[src/rtl/i2c_slave_responder_if.sv]
// Serial address/read link bundle between a bus master and one responder.
// The master drives SCLK/RX plus the responder's static ADDR/DATA; the responder drives the status and OUT.
interface i2c_slave_responder_if #(
    parameter int unsigned ADDR_W = 8,
    parameter int unsigned DATA_W = 8
);
    logic              SCLK;
    logic              RX;
    logic [ADDR_W-1:0] ADDR;
    logic [DATA_W-1:0] DATA;
    logic              OUT;
    logic              BUSY;
    logic              MATCH;
    logic              DONE;

    modport master (
        output SCLK, RX, ADDR, DATA,
        input  OUT, BUSY, MATCH, DONE
    );

    modport slave (
        input  SCLK, RX, ADDR, DATA,
        output OUT, BUSY, MATCH, DONE
    );
endinterface

[src/rtl/i2c_slave_responder.sv]
// Clock-synchronous responder: receives an address on RX/SCLK, acks a match and
// returns DATA MSB-first on a wired-OR OUT line, with burst reads on master ack.
module i2c_slave_responder #(
    parameter int unsigned SYNC_STAGES = 2,
    parameter int unsigned ADDR_W      = 8,
    parameter int unsigned DATA_W      = 8
) (
    input logic                  CLK,
    input logic                  RSTN,
    i2c_slave_responder_if.slave bus
);
    localparam int unsigned MAX_W = (ADDR_W > DATA_W) ? ADDR_W : DATA_W;
    localparam int unsigned CNT_W = $clog2(MAX_W + 1);

    typedef enum logic [2:0] {
        S_IDLE,
        S_ADDR,
        S_ACK,
        S_TX,
        S_MACK,
        S_WAIT_STOP
    } state_t;

    logic [SYNC_STAGES-1:0] r_sclk_sync;
    logic [SYNC_STAGES-1:0] r_rx_sync;
    logic                   r_sclk_d;
    logic                   r_rx_d;

    state_t            r_state;
    logic [CNT_W-1:0]  r_bit_cnt;
    logic [ADDR_W-1:0] r_addr_sr;
    logic [DATA_W-1:0] r_tx_sr;
    logic              r_out;
    logic              r_busy;
    logic              r_match;
    logic              r_done;

    state_t            w_state_nxt;
    logic [CNT_W-1:0]  w_cnt_nxt;
    logic [ADDR_W-1:0] w_addr_nxt;
    logic [DATA_W-1:0] w_tx_nxt;
    logic              w_out_nxt;
    logic              w_busy_nxt;
    logic              w_match_nxt;
    logic              w_done_nxt;

    logic              w_sclk;
    logic              w_rx;
    logic              w_sclk_rise;
    logic              w_sclk_fall;
    logic              w_start;
    logic              w_stop;
    logic [ADDR_W-1:0] w_addr_shift;

    // Synchronisers plus one history flop; idle-high bus level out of reset
    always_ff @(posedge CLK or negedge RSTN) begin
        if (!RSTN) begin
            r_sclk_sync <= '1;
            r_rx_sync   <= '1;
            r_sclk_d    <= 1'b1;
            r_rx_d      <= 1'b1;
        end else begin
            r_sclk_sync <= {r_sclk_sync[SYNC_STAGES-2:0], bus.SCLK};
            r_rx_sync   <= {r_rx_sync[SYNC_STAGES-2:0], bus.RX};
            r_sclk_d    <= w_sclk;
            r_rx_d      <= w_rx;
        end
    end

    assign w_sclk       = r_sclk_sync[SYNC_STAGES-1];
    assign w_rx         = r_rx_sync[SYNC_STAGES-1];
    assign w_sclk_rise  = w_sclk & ~r_sclk_d;
    assign w_sclk_fall  = ~w_sclk & r_sclk_d;
    // RX edges only count as START/STOP when SCLK is high on both sides of the edge
    assign w_start      = w_sclk & r_sclk_d & r_rx_d & ~w_rx;
    assign w_stop       = w_sclk & r_sclk_d & ~r_rx_d & w_rx;
    assign w_addr_shift = {r_addr_sr[ADDR_W-2:0], w_rx};

    always_ff @(posedge CLK or negedge RSTN) begin
        if (!RSTN) begin
            r_state   <= S_IDLE;
            r_bit_cnt <= '0;
            r_addr_sr <= '0;
            r_tx_sr   <= '0;
            r_out     <= 1'b0;
            r_busy    <= 1'b0;
            r_match   <= 1'b0;
            r_done    <= 1'b0;
        end else begin
            r_state   <= w_state_nxt;
            r_bit_cnt <= w_cnt_nxt;
            r_addr_sr <= w_addr_nxt;
            r_tx_sr   <= w_tx_nxt;
            r_out     <= w_out_nxt;
            r_busy    <= w_busy_nxt;
            r_match   <= w_match_nxt;
            r_done    <= w_done_nxt;
        end
    end

    always_comb begin
        w_state_nxt = r_state;
        w_cnt_nxt   = r_bit_cnt;
        w_addr_nxt  = r_addr_sr;
        w_tx_nxt    = r_tx_sr;
        w_out_nxt   = r_out;
        w_busy_nxt  = r_busy;
        w_match_nxt = r_match;
        w_done_nxt  = 1'b0;

        if (w_stop) begin
            w_state_nxt = S_IDLE;
            w_cnt_nxt   = '0;
            w_out_nxt   = 1'b0;
            w_busy_nxt  = 1'b0;
            w_match_nxt = 1'b0;
        end else if (w_start) begin
            w_state_nxt = S_ADDR;
            w_cnt_nxt   = '0;
            w_out_nxt   = 1'b0;
            w_busy_nxt  = 1'b1;
            w_match_nxt = 1'b0;
        end else begin
            case (r_state)
                S_ADDR: begin
                    if (w_sclk_rise) begin
                        w_addr_nxt = w_addr_shift;
                        if (r_bit_cnt == CNT_W'(ADDR_W - 1)) begin
                            w_cnt_nxt = '0;
                            if (w_addr_shift == bus.ADDR) begin
                                w_state_nxt = S_ACK;
                                w_match_nxt = 1'b1;
                            end else begin
                                w_state_nxt = S_WAIT_STOP;
                            end
                        end else begin
                            w_cnt_nxt = r_bit_cnt + CNT_W'(1);
                        end
                    end
                end
                // Counter 0: ack bit not yet driven; 1: ack on the bus, next fall loads data
                S_ACK: begin
                    if (w_sclk_fall) begin
                        if (r_bit_cnt == '0) begin
                            w_out_nxt = 1'b1;
                            w_cnt_nxt = CNT_W'(1);
                        end else begin
                            w_tx_nxt    = bus.DATA;
                            w_out_nxt   = bus.DATA[DATA_W-1];
                            w_cnt_nxt   = '0;
                            w_state_nxt = S_TX;
                        end
                    end
                end
                S_TX: begin
                    if (w_sclk_fall) begin
                        if (r_bit_cnt == CNT_W'(DATA_W - 1)) begin
                            w_out_nxt   = 1'b0;
                            w_done_nxt  = 1'b1;
                            w_cnt_nxt   = '0;
                            w_state_nxt = S_MACK;
                        end else begin
                            w_tx_nxt  = {r_tx_sr[DATA_W-2:0], 1'b0};
                            w_out_nxt = r_tx_sr[DATA_W-2];
                            w_cnt_nxt = r_bit_cnt + CNT_W'(1);
                        end
                    end
                end
                // Counter 0: waiting for the master's ack bit; 1: acked, reload on next fall
                S_MACK: begin
                    w_out_nxt = 1'b0;
                    if ((r_bit_cnt == '0) && w_sclk_rise) begin
                        if (!w_rx) begin
                            w_cnt_nxt = CNT_W'(1);
                        end else begin
                            w_state_nxt = S_WAIT_STOP;
                        end
                    end else if ((r_bit_cnt != '0) && w_sclk_fall) begin
                        w_tx_nxt    = bus.DATA;
                        w_out_nxt   = bus.DATA[DATA_W-1];
                        w_cnt_nxt   = '0;
                        w_state_nxt = S_TX;
                    end
                end
                S_WAIT_STOP: begin
                    w_out_nxt = 1'b0;
                end
                default: begin
                    w_out_nxt = 1'b0;
                end
            endcase
        end
    end

    assign bus.OUT   = r_out;
    assign bus.BUSY  = r_busy;
    assign bus.MATCH = r_match;
    assign bus.DONE  = r_done;
endmodule

[src/flat_wrapper.sv]
// flat-port wrapper written by rule: the top's interface ports become plain ports
module i2c_slave_responder_flat 
#(
    parameter int unsigned SYNC_STAGES = 2,
    parameter int unsigned ADDR_W      = 8,
    parameter int unsigned DATA_W      = 8
)
  (CLK, RSTN, bus_SCLK, bus_RX, bus_ADDR, bus_DATA, bus_OUT, bus_BUSY, bus_MATCH, bus_DONE);
  i2c_slave_responder_if #(.ADDR_W(ADDR_W), .DATA_W(DATA_W)) bus_i ();
  input logic CLK;
  input logic RSTN;
  input wire logic [$bits(bus_i.SCLK)-1:0] bus_SCLK;
  input wire logic [$bits(bus_i.RX)-1:0] bus_RX;
  input wire logic [$bits(bus_i.ADDR)-1:0] bus_ADDR;
  input wire logic [$bits(bus_i.DATA)-1:0] bus_DATA;
  output wire logic [$bits(bus_i.OUT)-1:0] bus_OUT;
  output wire logic [$bits(bus_i.BUSY)-1:0] bus_BUSY;
  output wire logic [$bits(bus_i.MATCH)-1:0] bus_MATCH;
  output wire logic [$bits(bus_i.DONE)-1:0] bus_DONE;
  assign bus_i.SCLK = bus_SCLK;
  assign bus_i.RX = bus_RX;
  assign bus_i.ADDR = bus_ADDR;
  assign bus_i.DATA = bus_DATA;
  assign bus_OUT = bus_i.OUT;
  assign bus_BUSY = bus_i.BUSY;
  assign bus_MATCH = bus_i.MATCH;
  assign bus_DONE = bus_i.DONE;
  i2c_slave_responder #(.SYNC_STAGES(SYNC_STAGES), .ADDR_W(ADDR_W), .DATA_W(DATA_W)) u_core (.CLK(CLK), .RSTN(RSTN), .bus(bus_i));
endmodule
[config.mk]
export PLATFORM = sky130hd
export DESIGN_NAME = i2c_slave_responder_flat
export DESIGN_NICKNAME = d
export VERILOG_FILES = /design/src/rtl/i2c_slave_responder_if.sv /design/src/rtl/i2c_slave_responder.sv /design/src/flat_wrapper.sv
export SDC_FILE = /design/constraint.sdc
export NUM_CORES = 1
export LEC_CHECK = 0
export ABC_AREA = 1
export BUFFER_PORTS_ARGS = -buffer_cell sky130_fd_sc_hd__clkbuf_2
export CORE_MARGIN = 3
export CORE_UTILIZATION = 35
export DETAILED_ROUTE_END_ITERATION = 8
export PLACE_DENSITY = 0.5
export SYNTH_ARGS = -nofsm -noshare
export SYNTH_HDL_FRONTEND = slang
export SYNTH_SLANG_ARGS = --single-unit
[constraint.sdc]
create_clock -name CLK -period 3.5 [get_ports CLK]
set_input_delay 0.7 -clock CLK [delete_from_list [all_inputs] [get_ports CLK]]
set_output_delay 0.7 -clock CLK [all_outputs]
set_load 0.1 [all_outputs]
Yosys cells after proc, flatten, opt, wreduce, memory -nomap -nowiden
Cells that the tools add are included.
{"block": "classes", "add_sub_neg": 1, "n_eq_ne": 22, "muxes": 53, "bitwise": 13, "n_reduce_logical": 17}
{"op": "two-way mux 7 bit", "count": 6}
{"op": "two-way mux 3 bit", "count": 12}
{"op": "two-way mux 4 bit", "count": 9}
{"op": "two-way mux 1 bit", "count": 22}
{"op": "one-hot mux 7 bit (3 select lines)", "count": 1}
{"op": "inequality test 4 x 1 -> 1 bit (second input constant)", "count": 5}
{"op": "AND reduction 9 bit", "count": 2}
{"op": "one-hot mux 4 bit (4 select lines)", "count": 1}
{"op": "nonzero test 3 bit", "count": 5}
{"op": "one-hot mux 3 bit (4 select lines)", "count": 1}
{"op": "equality test 8 bit", "count": 1}
{"op": "AND reduction 4 bit", "count": 2}
{"op": "bitwise AND 1 bit", "count": 7}
{"op": "equality test 3 x 2 -> 1 bit (second input constant)", "count": 2}
{"op": "inequality test 2 x 1 -> 1 bit (second input constant)", "count": 3}
{"op": "inequality test 2 bit (second input constant)", "count": 3}
{"op": "inverter 1 bit", "count": 6}
{"op": "AND reduction 6 bit", "count": 1}
{"op": "nonzero test 6 bit", "count": 1}
{"op": "inequality test 5 x 1 -> 1 bit (second input constant)", "count": 1}
{"op": "inequality test 5 x 2 -> 1 bit (second input constant)", "count": 1}
{"op": "inequality test 5 bit (second input constant)", "count": 1}
{"op": "adder 4 x 1 -> 4 bit (second input constant)", "count": 1}
{"op": "equality test 4 x 3 -> 1 bit (second input constant)", "count": 1}
{"op": "other kinds (10)", "count": 11}
{"block": "totals", "reg_bits": 31, "output_inout_bits": 4, "word_cells": 118}

Logic depth before layout (Yosys ltp)
{"block": "depth", "ltp_word": 8, "mapped_depth": 11, "depth_no_buf": 10}

Least setup slack after synthesis
No wires, ideal clock.
{"block": "synth_timing", "kind": "register to output", "start": "reg u_core.r_busy, in the netlist u_core.bus.BUSY", "end": "out bus_BUSY", "arrival_ns": 0.898, "required_ns": 2.800, "path_slack_ns": 1.902, "path_stages_with_launch": 1, "path_buffers": 0, "path_cell_list": "dfrtp_1"}
{"element": "from (decl)", "line_no": "i2c_slave_responder.sv:34", "text": "logic r_busy;"}
{"element": "from (signal assigned)", "line_no": "i2c_slave_responder.sv:95", "text": "r_busy <= w_busy_nxt;"}
{"element": "to (decl)", "line_no": "flat_wrapper.sv:17", "text": "output wire logic [$bits(bus_i.BUSY)-1:0] bus_BUSY;"}
No word-level cell between the ends.

Worst setup path after layout
{"block": "layout_timing", "start": "reg u_core.r_bit_cnt[0]", "end": "reg u_core.r_tx_sr[2]"}
{"block": "layout_between", "elab_chain_len": 4, "elab_cells_between_ends": 10, "classes_between": "eq/ne: 5; reduce/logical: 5"}
{"element": "from (decl)", "line_no": "i2c_slave_responder.sv:30", "text": "logic [CNT_W-1:0] r_bit_cnt;"}
{"element": "from (signal assigned)", "line_no": "i2c_slave_responder.sv:91", "text": "r_bit_cnt <= w_cnt_nxt;"}
{"element": "logical NOT 4 bit / nonzero test 4 bit (equally long branches)", "line_no": "i2c_slave_responder.sv:144, i2c_slave_responder.sv:172, i2c_slave_responder.sv:178"}
{"element": "logical AND 1 bit, on equally long branches", "line_no": "i2c_slave_responder.sv:172, i2c_slave_responder.sv:178"}
{"element": "inequality test 2 bit (no line) / inequality test 2 x 1 -> 1 bit (equally long branches)"}
{"element": "AND reduction 9 bit (no line) (*)"}
{"element": "to (signal assigned)", "line_no": "i2c_slave_responder.sv:93", "text": "r_tx_sr <= w_tx_nxt;"}
{"element": "to (decl)", "line_no": "i2c_slave_responder.sv:32", "text": "logic [DATA_W-1:0] r_tx_sr;"}
Mark *: on every way between the ends. The rest lies on a longest branch, timed or not.
A chain may end at the register's enable or synchronous reset.

==> results.md <==
- Core area: 4940 um2
- Worst Tran Pin Value: 782 ps
- Max-slew headroom: 47.8%
- Worst-skew pair later-pin latency: 290 ps
- Port Buffer Count: 23
- Critical path type: flip-flop to flip-flop
- Syn_area_per_cell: 8.28 um2
- Cells after Synth: 225
- Post-synth EDFFs: 0
- Root buf cell: clkbuf_8
- Yosys top cell by area: dfrtp_1
- Syn nets: 247
- Hold Path Class: flip-flop to flip-flop
- Slowest cell on crit path: dfrtp_1
- Worst R2R Setup Slack: 1700 ps
- CP Cell Sequence: ha_1, nand2_1, nor2_1, inv_1, a21oi_1, a21oi_2, nand3b_4, nand2_1, o21ai_2
- N_diodes: 0
- Fin. Hold Viols: 0
- Post-synth cell types: 30
- Achievable clock frequency: 555 MHz
- Number of vias per cell: 4.58
- GRT Util Overall: 13.9%
- GPL Wtd Cong: 0.847
- Final setup viols: 0
- Post-synthesis sequential area ratio: 42.0%
- Fin util: 43.1%
- Fin crit period: 1800 ps
- CTS H-tree depth: 2
- Remaining antenna violation count: 0
- First-pass iteration count of the detailed router: 4
- Residual DRC: 0
- Skew final: 6.39 ps
- Peak VDD IR: 0.284 mV
- Width of the die: 79.0 um
- CP peak stage delay: 430 ps
- RSZ-0062 raised after global routing: false
- Leakage power: 1.06 nW
- DP HPWL: 2.87 mm
- Sum of negative setup slack: 0 ps
- Initial antenna violation count: 0
- Routed WL: 3.83 mm
- CP top delay family: simple AND/OR/NAND/NOR gates
- Total CTS buffers: 5
- Clock buffer depth: 2
- WL/cell: 11.9 um
- Vias in the first global route: 1472
- Status: finished, final reports clean
- Hold slack: 357 ps
- Maximum fanout count along the critical path: 14
- Post-CTS Hold Fix Bufs: 0
- Top cells by instance count after synthesis: nand2_1 (59), dfrtp_1 (25), inv_1 (23)
- Main flop type after synthesis: dfrtp_1
- # resized after CTS: 0
- Largest net degree at the start of global routing: 32
- Worst setup SP type: flip-flop
- Die height: 79.0 um
- Setup Buffers After CTS: 0
- Area Overhead vs Synth: 14.4%
- Clk slew on worst S/H paths: 70 ps
- Slew Limit Fails: 0
- First-pass GRT wire length: 6.65 mm
- Crit end category: flip-flop
- CTS tree: yes
- Post-Syn Area: 1860 um2
- Num ports: 24
- Yosys warnings: 0
- # clock sinks: 31
- Final worst-path cycle share: 51.5%
- Most used cell, CP: nand2_1
- Iter 0 DRT Violations: 80
- Final instance area: 2130 um2
- Filler cells: 529
- Seq cells post-synth: 31
- Top-count cell post-synth: nand2_1
- Post-DP Area: 2040 um2
- Layout cells sized above 1: 31.4%
- Required time of the critical path: 3680 ps
- Die area: 6230 um2
- MaxCap Viol Count: 0
- Num rows: 25
- Number of buffers and inverters on the critical path: 1
- Async S/R FF share, synth: 100%
- Vias: 1476
- PwrDens: 784 nW/um2
- Yosys top cell area share: 33.6%
- Crit path arrival time: 1980 ps
- Post-layout nets: 276
- Initial Util: 37.7%
- Top cells by area, synth: dfrtp_1 (34%), nand2_1 (12%), dfstp_2 (8.5%)
- Gr ovfl total: 0
## cells by family (layout without fill, tap and decap cells)
family          Yosys count  after routing  share of synthesized area (%)
compound gates           32             32                           10.4
xor+xnor                  4              4                           1.88
fa+ha+maj                 2              2                           1.34
buf+inv                  31             61                           7.32
flops                    31             31                           42.0
mux                       6              6                           3.22
simple gates            119            119                           33.8
## through the flow
step	total power [mW]	setup slack, ps	std cells
6_report	1.67	1700	322
5_1_grt	1.82	1560	322
4_1_cts	1.68	1690	322
3_5_place_dp	1.39	1720	314
3_3_place_gp	1.39	1740	314
2_1_floorplan	1.26	1900	225
## where the power goes
part	internal, mW	leakage (nW)	switching (mW)
registers	0.479	0.387	0.102
clock network	0.138	0.0402	0.145
logic	0.281	0.633	0.524
total	0.899	1.06	0.771
## layer usage
layer	wire (um)	GRT usage [%]	vias to the layer above
met4	55	5.15	0
met2	1600	20.5	24
li1	-	-	774
met3	156	3.51	6
met5	0	0	-
met1	2020	19.4	672
## final timing paths
kind,start,to,depth (start not counted)
worst min-delay path,u_core.r_sclk_sync[0],u_core.r_sclk_sync[1],0
worst max-delay path,u_core.r_bit_cnt[0],u_core.r_tx_sr[2],9
min in group asynchronous,RSTN,u_core.r_addr_sr[6],1
worst min register to register,u_core.r_sclk_sync[0],u_core.r_sclk_sync[1],0
worst max register to register,u_core.r_bit_cnt[0],u_core.r_tx_sr[2],9
max in group asynchronous,RSTN,u_core.bus.MATCH,1
## placed cells by master (no fill, tap or decap), drive strengths merged, types with 3 or more instances in the layout
cell type  Yosys  final
inv           29     29
o21ai         27     27
a21oi          5      5
nor2          24     24
xnor2          4      4
nand4          4      4
mux2i          6      6
nand2         71     71
clkbuf         0     28
nor3           3      3
dfstp          6      6
dfrtp         25     25
nand3         14     14
## state kept, by name (all words and copies together), names as in the netlist
register / flops
u_core.bus.DONE: 1
u_core.r_addr_sr: 7
u_core.r_rx_sync: 2
u_core.bus.MATCH: 1
u_core.r_state: 3
u_core.bus.BUSY: 1
u_core.r_bit_cnt: 4
u_core.r_tx_sr: 7
u_core.r_sclk_sync: 2
u_core.r_rx_d: 1
u_core.r_sclk_d: 1
u_core.bus.OUT: 1
## cell type report
cell class / count / area [um2] / share of cell area, %
Clock inverter: 3 / 20.0 / 0.940
Sequential cell: 31 / 783 / 36.8
Inverter: 30 / 116 / 5.46
Tap cell: 67 / 83.8 / 3.93
Timing Repair Buffer: 23 / 115 / 5.40
Clock buffer: 5 / 68.8 / 3.23
Multi-Input combinational cell: 163 / 943 / 44.3
Note: power is estimated with default switching activity, not from simulation.
